===== src/rtl/mips_muldiv_if.sv =====
`default_nettype none
// ============================================================================
//  Module      : mips_muldiv_if
//  Description : Operand, control and result bundle between the MIPS pipeline
//                and the iterative multiply/divide unit.
//  Revision    : 1.0 - initial release
// ============================================================================
interface mips_muldiv_if #(
    parameter int WIDTH = 32
);
    logic             start;
    logic [1:0]       op;
    logic [WIDTH-1:0] a;
    logic [WIDTH-1:0] b;
    logic             cancel;
    logic             mthi;
    logic             mtlo;
    logic [WIDTH-1:0] wd;
    logic             busy;
    logic             done;
    logic [WIDTH-1:0] hi;
    logic [WIDTH-1:0] lo;

    // Pipeline side: issues operations and reads HI/LO
    modport master (
        output start, op, a, b, cancel, mthi, mtlo, wd,
        input  busy, done, hi, lo
    );

    // Unit side
    modport slave (
        input  start, op, a, b, cancel, mthi, mtlo, wd,
        output busy, done, hi, lo
    );
endinterface
`default_nettype wire


===== src/rtl/mips_muldiv.sv =====
`default_nettype none
// ============================================================================
//  Module      : mips_muldiv
//  Description : Iterative radix-2 multiply/divide unit holding the HI/LO
//                registers. MULT/MULTU/DIV/DIVU complete WIDTH+1 clocks after
//                the start edge; MTHI/MTLO write HI/LO while idle.
//  Revision    : 1.0 - initial release
// ============================================================================
module mips_muldiv #(
    parameter int WIDTH = 32
) (
    input  wire logic     clk,
    input  wire logic     reset_n,
    mips_muldiv_if.slave  bus
);
    localparam int CW = $clog2(WIDTH);

    typedef enum logic [1:0] {
        S_IDLE = 2'd0,
        S_ITER = 2'd1,
        S_FIX  = 2'd2
    } state_t;

    state_t             state_q, state_d;
    logic [CW-1:0]      count_q, count_d;
    // MUL: {partial product, remaining multiplier}; DIV: {remainder, quotient/dividend}
    logic [2*WIDTH-1:0] acc_q, acc_d;
    // Multiplicand magnitude (MUL) or divisor magnitude (DIV)
    logic [WIDTH-1:0]   opb_q, opb_d;
    logic               is_div_q, is_div_d;
    logic               neg_q, neg_d;        // negate product / quotient
    logic               rem_neg_q, rem_neg_d;
    logic [WIDTH-1:0]   hi_q, hi_d;
    logic [WIDTH-1:0]   lo_q, lo_d;
    logic               done_q, done_d;

    logic               w_signed_op;
    logic               w_a_neg, w_b_neg;
    logic [WIDTH-1:0]   w_a_mag, w_b_mag;
    logic [WIDTH:0]     w_mul_sum;
    logic [2*WIDTH-1:0] w_mul_next;
    logic [WIDTH:0]     w_trial;
    logic [2*WIDTH-1:0] w_div_next;
    logic [2*WIDTH-1:0] w_prod;
    logic [WIDTH-1:0]   w_quot, w_rem;

    // Operand magnitudes, one iteration step for each operation, and sign fix-up
    always_comb begin
        w_signed_op = ~bus.op[0];
        w_a_neg     = w_signed_op & bus.a[WIDTH-1];
        w_b_neg     = w_signed_op & bus.b[WIDTH-1];
        w_a_mag     = w_a_neg ? (~bus.a + 1'b1) : bus.a;
        w_b_mag     = w_b_neg ? (~bus.b + 1'b1) : bus.b;

        // Shift-add: add multiplicand if multiplier LSB set, then shift right with carry
        w_mul_sum   = {1'b0, acc_q[2*WIDTH-1:WIDTH]} + (acc_q[0] ? {1'b0, opb_q} : '0);
        w_mul_next  = {w_mul_sum, acc_q[WIDTH-1:1]};

        // Restoring divide: trial-subtract divisor from the shifted remainder;
        // the borrow bit tells whether the subtraction is kept.
        w_trial     = acc_q[2*WIDTH-1:WIDTH-1] - {1'b0, opb_q};
        w_div_next  = w_trial[WIDTH] ? {acc_q[2*WIDTH-2:0], 1'b0}
                                     : {w_trial[WIDTH-1:0], acc_q[WIDTH-2:0], 1'b1};

        w_prod      = neg_q     ? (~acc_q + 1'b1) : acc_q;
        w_quot      = neg_q     ? (~acc_q[WIDTH-1:0] + 1'b1) : acc_q[WIDTH-1:0];
        w_rem       = rem_neg_q ? (~acc_q[2*WIDTH-1:WIDTH] + 1'b1) : acc_q[2*WIDTH-1:WIDTH];
    end

    // Next-state and datapath update
    always_comb begin
        state_d   = state_q;
        count_d   = count_q;
        acc_d     = acc_q;
        opb_d     = opb_q;
        is_div_d  = is_div_q;
        neg_d     = neg_q;
        rem_neg_d = rem_neg_q;
        hi_d      = hi_q;
        lo_d      = lo_q;
        done_d    = 1'b0;

        case (state_q)
            S_IDLE: begin
                if (bus.start && !bus.cancel) begin
                    // A launch wins over same-cycle MTHI/MTLO, which are dropped
                    is_div_d  = bus.op[1];
                    neg_d     = w_a_neg ^ w_b_neg;
                    rem_neg_d = w_a_neg;
                    acc_d     = bus.op[1] ? {{WIDTH{1'b0}}, w_a_mag} : {{WIDTH{1'b0}}, w_b_mag};
                    opb_d     = bus.op[1] ? w_b_mag : w_a_mag;
                    count_d   = '0;
                    state_d   = S_ITER;
                end else begin
                    if (bus.mthi) hi_d = bus.wd;
                    if (bus.mtlo) lo_d = bus.wd;
                end
            end
            S_ITER: begin
                if (bus.cancel) begin
                    state_d = S_IDLE;
                end else begin
                    acc_d   = is_div_q ? w_div_next : w_mul_next;
                    count_d = count_q + 1'b1;
                    if (count_q == CW'(WIDTH-1)) state_d = S_FIX;
                end
            end
            S_FIX: begin
                // A flush here still discards the result
                if (!bus.cancel) begin
                    if (is_div_q) begin
                        hi_d = w_rem;
                        lo_d = w_quot;
                    end else begin
                        hi_d = w_prod[2*WIDTH-1:WIDTH];
                        lo_d = w_prod[WIDTH-1:0];
                    end
                    done_d = 1'b1;
                end
                state_d = S_IDLE;
            end
            default: state_d = S_IDLE;
        endcase
    end

    // State and datapath registers, cleared asynchronously
    always_ff @(posedge clk or negedge reset_n) begin
        if (!reset_n) begin
            state_q   <= S_IDLE;
            count_q   <= '0;
            acc_q     <= '0;
            opb_q     <= '0;
            is_div_q  <= 1'b0;
            neg_q     <= 1'b0;
            rem_neg_q <= 1'b0;
            hi_q      <= '0;
            lo_q      <= '0;
            done_q    <= 1'b0;
        end else begin
            state_q   <= state_d;
            count_q   <= count_d;
            acc_q     <= acc_d;
            opb_q     <= opb_d;
            is_div_q  <= is_div_d;
            neg_q     <= neg_d;
            rem_neg_q <= rem_neg_d;
            hi_q      <= hi_d;
            lo_q      <= lo_d;
            done_q    <= done_d;
        end
    end

    assign bus.busy = (state_q != S_IDLE);
    assign bus.done = done_q;
    assign bus.hi   = hi_q;
    assign bus.lo   = lo_q;
endmodule
`default_nettype wire

===== src/flat_wrapper.sv =====
// flat-port wrapper written by rule: the top's interface ports become plain ports
module mips_muldiv_flat 
#(
    parameter int WIDTH = 32
)
  (clk, reset_n, bus_start, bus_op, bus_a, bus_b, bus_cancel, bus_mthi, bus_mtlo, bus_wd, bus_busy, bus_done, bus_hi, bus_lo);
  mips_muldiv_if #(.WIDTH(WIDTH)) bus_i ();
  input  wire logic clk;
  input  wire logic reset_n;
  input wire logic [$bits(bus_i.start)-1:0] bus_start;
  input wire logic [$bits(bus_i.op)-1:0] bus_op;
  input wire logic [$bits(bus_i.a)-1:0] bus_a;
  input wire logic [$bits(bus_i.b)-1:0] bus_b;
  input wire logic [$bits(bus_i.cancel)-1:0] bus_cancel;
  input wire logic [$bits(bus_i.mthi)-1:0] bus_mthi;
  input wire logic [$bits(bus_i.mtlo)-1:0] bus_mtlo;
  input wire logic [$bits(bus_i.wd)-1:0] bus_wd;
  output wire logic [$bits(bus_i.busy)-1:0] bus_busy;
  output wire logic [$bits(bus_i.done)-1:0] bus_done;
  output wire logic [$bits(bus_i.hi)-1:0] bus_hi;
  output wire logic [$bits(bus_i.lo)-1:0] bus_lo;
  assign bus_i.start = bus_start;
  assign bus_i.op = bus_op;
  assign bus_i.a = bus_a;
  assign bus_i.b = bus_b;
  assign bus_i.cancel = bus_cancel;
  assign bus_i.mthi = bus_mthi;
  assign bus_i.mtlo = bus_mtlo;
  assign bus_i.wd = bus_wd;
  assign bus_busy = bus_i.busy;
  assign bus_done = bus_i.done;
  assign bus_hi = bus_i.hi;
  assign bus_lo = bus_i.lo;
  mips_muldiv #(.WIDTH(WIDTH)) u_core (.clk(clk), .reset_n(reset_n), .bus(bus_i));
endmodule

===== config.mk =====
export PLATFORM = sky130hd
export DESIGN_NAME = mips_muldiv_flat
export DESIGN_NICKNAME = d
export VERILOG_FILES = /design/src/rtl/mips_muldiv_if.sv /design/src/rtl/mips_muldiv.sv /design/src/flat_wrapper.sv
export SDC_FILE = /design/constraint.sdc
export NUM_CORES = 1
export LEC_CHECK = 0
export ABC_AREA = 1
export CORE_MARGIN = 2
export CORE_UTILIZATION = 30
export DETAILED_ROUTE_END_ITERATION = 10
export GPL_TIMING_DRIVEN = 1
export REMOVE_ABC_BUFFERS = 1
export SKIP_LAST_GASP = 1
export SLEW_MARGIN = 20
export SYNTH_ARGS = -nofsm -noshare
export SYNTH_HDL_FRONTEND = slang
export SYNTH_SLANG_ARGS = --single-unit

===== constraint.sdc =====
create_clock -name clk -period 2.6 [get_ports clk]
set_input_delay 0.39 -clock clk [delete_from_list [all_inputs] [get_ports clk]]
set_output_delay 0.39 -clock clk [all_outputs]
set_load 0.01 [all_outputs]

---- Word-level counts from Yosys, hierarchy flattened ----
Index checks and enable logic that the tools add are counted.
word-level totals
  register bits after elaboration ......... 171
  word-level logic and storage cells ...... 80
  output and inout port bits .............. 66
  bits of input ports ..................... 104
operators by class
  reduce and logical (&&, ||, !) cells .... 11
  equality and inequality tests ........... 10
  bitwise logic cells ..................... 9
  add/subtract/negate cells ............... 8
  muxes and demuxes ....................... 32
operators by type and width
  cell                     count
  $mux W32                 15
  $mux W64                 5
  $add A32 B1 Y32 const B  4
  $not A32 Y32             4
  $pmux W32 S2             2
  $pmux W64 S2             1
  $add A64 B1 Y64 const B  1
  $not A64 Y64             1
  $add A32 B33 Y33         1
  $sub A33 B32 Y33         1
  $mux W5                  2
  $ne A2 B2 Y1 const B     5
  $pmux W5 S2              1
  $reduce_and A4 Y1        2
  $mux W2                  3
  $reduce_bool A2 Y1       3
  $add A5 B1 Y5 const B    1
  $eq A5 B5 Y1 const B     1
  $pmux W2 S2              1
  $reduce_and A2 Y1        2
  $ne A3 B2 Y1 const B     1
  $reduce_and A3 Y1        1
  $and A1 B1 Y1            2
  $eq A2 B1 Y1 const B     1
  other kinds (8)          9

---- Depth between registers and ports, before layout ----
  depth after elaboration ................. 6
  mapped depth ............................ 20
  gate-level depth less buffers ........... 19

---- Least setup slack after synthesis ----
OpenSTA, ideal clock, no wires.
  path kind ............................... flip-flop to flip-flop
  start point ............................. register u_core.acc_q[0]
  end point ............................... register u_core.acc_q[61]
  setup slack ............................. 0.069 ns
  setup time .............................. 0.116 ns
  stages on the path, launching flop included .. 20
  path buffers ............................ 2
  clock period less this slack ............ 2.531 ns
  data arrival time ....................... 2.415 ns
  cell sequence ........................... dfrtp_1 -> buf_6 -> clkbuf_1 -> nand2_1 -> inv_1 -> ha_1 -> inv_1 -> fa_1 -> o21ai_1 -> nand2_1 -> nand2_1 -> nand2_1 -> nand2_1 -> nand2_1 -> nand3_1 -> nand3_1 -> nand2_1 -> inv_1 -> nand2_1 -> nand2_1
between the ends
  word-level cells in the longest chain between the ends .. 5
ends and longest elaborated chain
  item                    line                RTL
  start, declared         mips_muldiv.sv:27   logic [2*WIDTH-1:0] acc_q, acc_d;
  start signal, assigned  mips_muldiv.sv:131  acc_q <= '0;
  start signal, assigned  mips_muldiv.sv:142  acc_q <= acc_d;
  $mux W32                mips_muldiv.sv:56   w_mul_sum = {1'b0, acc_q[2*WIDTH-1:WIDTH]} + (acc_q[0] ? {1'b0, opb_q} : '0);
  $add A32 B33 Y33        mips_muldiv.sv:56
  $mux W64                mips_muldiv.sv:103  acc_d = is_div_q ? w_div_next : w_mul_next;
  $mux W64                mips_muldiv.sv:100  if (bus.cancel) begin
  $pmux W64 S2            mips_muldiv.sv:83   case (state_q)
Every way passes these cells. The select of a mux whose other input is x is not followed.
A chain may end at the register's enable or synchronous reset.

---- Worst setup path after layout ----
  start point ............................. register u_core.opb_q[31]
  end point ............................... register u_core.acc_q[47]
between the ends
  word-level cells in the longest chain between the ends .. 5
ends and longest elaborated chain
  item                    line                RTL
  start, declared         mips_muldiv.sv:29   logic [WIDTH-1:0] opb_q, opb_d;
  start signal, assigned  mips_muldiv.sv:143  opb_q <= opb_d;
  $sub A33 B32 Y33        mips_muldiv.sv:61   w_trial = acc_q[2*WIDTH-1:WIDTH-1] - {1'b0, opb_q};
  $mux W64                mips_muldiv.sv:62   w_div_next = w_trial[WIDTH] ? {acc_q[2*WIDTH-2:0], 1'b0}
  $mux W64                mips_muldiv.sv:103
  $mux W64                mips_muldiv.sv:100
  $pmux W64 S2            mips_muldiv.sv:83
Every way passes these cells. The select of a mux whose other input is x is not followed.

==> summary.md <==
| Metric | Value |
|---|---|
| Mapped Area | `~18000 um^2` |
| Reg clk slew, reported paths | `around 0.08 ns` |
| Synth warn | `0` |
| I/O Pins | `170` |
| Vias in the first global route | `about 20000` |
| Worst R2R Path Depth | `15` |
| Die span in x | `about 250 um` |
| Slew @ Worst Pin | `around 0.74 ns` |
| Pins Over Slew Limit | `0` |
| Worst clock skew | `about 0.026 ns` |
| CTS tree | `built` |
| Worst R2R Start | `u_core.opb_q[31]` |
| TritonCTS Buffers | `17` |
| Hold WS | `~0.36 ns` |
| Final setup vio count | `0` |
| Clock sink count | `between 150 and 200` |
| Seq cells post-synth | `between 150 and 200` |
| Reg2reg end | `u_core.acc_q[47]` |
| Max-Slew Margin vs Limit | `0.505` |
| Dpl cell area | `roughly 22000 um^2` |
| Die area | `between 60000 and 70000 um^2` |
| Final Non-Filler Cells | `4341` |
| Post-Synthesis Cells | `between 3000 and 4000` |
| Clock Tree Buf Depth | `2` |
| Total GRT Usage | `0.254` |
| Largest net degree at the start of global routing | `around 110` |
| Final HPWL DP | `~67000 um` |
| Htree depth | `4` |
| Number of antenna diodes | `0` |
| Number of synthesized flops with an enable pin | `0` |
| DRC | `0` |
| Synth async-reset ratio | `1.00` |
| Reg2reg setup slack | `slightly below 0.05 ns` |
| Critical Path Fanout Max | `8` |
| Max Clk Rate | `slightly below 400 MHz` |
| CP Launch Point | `u_core.opb_q[31]` |
| CP Capture Type | `flop` |
| Final period util | `0.981` |
| Final ANT Viol Nets | `0` |
| Root Driver | `clkbuf_16` |
| Status | `finished, final reports clean` |
| Worst min path class | `input port to async pin` |
| Main synth FF type | `dfrtp_1` |
| Syn Area/Cell | `between 5 and 6 um^2` |
| Starting Density | `0.304` |
| Sequential-to-total area share from yosys stat | `0.233` |
| Post-layout min period | `2.55 ns` |
| RSZ-0062 raised after global routing | `yes` |
| CP Launch Type | `flop` |
| Avg WL per Cell | `about 19 um` |
| Fillers | `approximately 6700` |
| DRT iter0 DRCs | `about 2200` |
| Leak | `between 10 and 15 nW` |
| Layout area overhead | `28.5%` |
| Worst setup endpoint | `u_core.acc_q[47]` |
| Routed Wire Length | `just over 80000 um` |
| CP Data Arrival Time | `between 2 and 3 ns` |
| Layout cells sized above 1 | `0.120` |
| Via density | `5.08` |
| Final net count | `about 3700` |
| Clock latency on the worst-skew pair | `about 0.5 ns` |
| PD cells | `between 1000 and 1500 nW/um^2` |
| I/O Buffers | `169` |
| Final Hold Vio Count | `0` |
| GP Congestion | `approximately 1` |
| Chip Height | `roughly 250 um` |
| CP Class | `flop to flop` |
| Max-Cap Viols | `0` |
| Via count | `22055` |
| Drt pass-1 iters | `9` |
| First-pass GRT wire length | `roughly 120000 um` |
| Grt ovf | `0` |
| Req. time, crit path | `around 3.0 ns` |
| Final total power | `~24 mW` |
| Worst IR drop on VDD | `~0.77 mV` |
| Core Region | `60500 um^2` |
| Unique masters post-synth | `44` |
| FP Rows | `90` |
| Placed Instances | `4300` |
| Antenna violations before repair | `0` |
| Post-route cell area | `approximately 24000 um^2` |
-- cells in the final DEF (no fill, tap or decap), types with 4 or more instances in the layout --
master           instances
a31oi_1                 20
o21ai_1                 12
nand3_2                  6
or2_2                    7
a21oi_1                206
dfrtp_2                 18
a22oi_1                  6
inv_8                    4
ha_2                     4
nor2_1                 344
nand2_1               1043
and2_1                   5
nand4_1                 41
inv_1                  466
nand2_2                 24
buf_4                  216
a21oi_2                 17
o21ai_0                144
nor3_1                  16
nand3_1                335
ha_4                    22
xnor2_1                 12
buf_12                  14
nor3_2                   7
o21bai_1                13
o211ai_1                25
xor2_1                  46
inv_2                    8
clkdlybuf4s50_1        168
nand3b_1                11
nor2_4                   4
a21o_1                   4
dfrtp_1                152
o221ai_1                11
ha_1                    44
nor2_2                  33
clkbuf_16               17
-- what timing repair did --
item                                   CTS  global route
hold buffers                             1             0
endpoints found under the hold margin   36             0
setup endpoints to repair                8            45
gates cloned                             0             1
pin swaps                                0            10
setup buffers                            0             7
resized for setup                        5           117
-- routing by layer --
layer	share of wire	global-route usage
met2	0.44	0.393
met4	0.030	0.0806
met3	0.072	0.0367
met5	0	0
met1	0.46	0.363
-- where the power goes --
part           total, mW  internal (mW)  switching [mW]
clock network       2.65           1.31            1.33
logic               16.4           6.26            10.1
registers           4.57           3.38            1.19
total               23.6           11.0            12.6
-- sequential cells by signal, summed over array words and instances (netlist names) --
register and flops:
u_core.rem_neg_q 1, u_core.count_q 5, u_core.state_q 2, u_core.is_div_q 1
u_core.opb_q 32, u_core.neg_q 1, u_core.bus.done 1, u_core.bus.hi 32
u_core.bus.lo 32, u_core.acc_q 64
-- worst min-delay path by stage --
| stage | cells past startpoint | endpoint | slack (ns) | startpoint |
|---|---|---|---|---|
| after global placement | 1 | u_core.bus.hi[25] | 0.33 | reset_n |
| after detailed placement | 1 | u_core.bus.hi[25] | 0.32 | reset_n |
| after CTS | 2 | u_core.bus.hi[9] | 0.35 | reset_n |
| after floorplan | 0 | u_core.acc_q[0] | 0.09 | reset_n |
| final | 2 | u_core.bus.hi[9] | 0.36 | reset_n |
| after global routing | 2 | u_core.bus.hi[9] | 0.40 | reset_n |
-- synthesized netlist by cell type, drive strengths merged (11+ instances only) --
cell | number | area share
nor2 | 381 | 0.080
dfrtp | 171 | 0.23
xor2 | 47 | 0.022
ha | 70 | 0.048
o221ai | 11 | 0.0052
nand3 | 341 | 0.094
nor3 | 23 | 0.0068
buf | 46 | 0.014
nand3b | 11 | 0.0045
a21oi | 225 | 0.062
o21ai | 157 | 0.043
inv | 475 | 0.097
o21bai | 13 | 0.0053
nand4 | 41 | 0.014
o211ai | 25 | 0.010
a31oi | 20 | 0.0068
xnor2 | 12 | 0.0057
nand2 | 1069 | 0.22
clkbuf | 60 | 0.012
-- cell type report --
type / instances / area [um^2] / share of cell area
timing repair buffer: 401 / 3620 / 0.153
tap: 782 / 978 / 0.0415
inverter: 475 / 1790 / 0.0757
multi-input combinational: 2480 / 12300 / 0.522
clock inverter: 13 / 126 / 0.00536
clock buffer: 19 / 453 / 0.0192
sequential: 171 / 4310 / 0.183
-- through the flow --
| step | TNS, ns | worst slack [ns] | util |
|---|---|---|---|
| final | 0 | 0.0489 | 0.390 |
| after global routing | -0.356 | -0.0994 | 0.390 |
| after CTS | 0 | 0.00475 | 0.381 |
| after detailed placement | -0.356 | -0.167 | 0.371 |
| after global placement | -0.400 | -0.165 | 0.371 |
| after floorplan | -194.52 | -2.07 | - |
-- logic make-up (layout without fill, tap and decap cells) --
kind of cell,count (synthesis),after routing,share of synthesized area
XOR/XNOR,59,59,0.0281
AO/OA/AOI/OAI,467,467,0.139
flip-flops,171,171,0.233
AND/OR/NAND/NOR,1881,1882,0.426
buffers and inverters,581,908,0.124
adder cells (fa/ha/maj),72,72,0.0499
-- critical path, cell delays in order, from the launching register on --
cell	delay, ns
dfrtp_1	0.45
inv_1	0.14
ha_1	0.36
inv_1	0.08
nor3_2	0.19
and2_1	0.23
and2_4	0.17
nand2_4	0.06
nand2_2	0.09
nand2_2	0.07
nand2_4	0.14
buf_4	0.18
nand2_1	0.06
nand3_1	0.13
nand2_1	0.07
nand2_1	0.06
(Power assumes the default switching activity.)
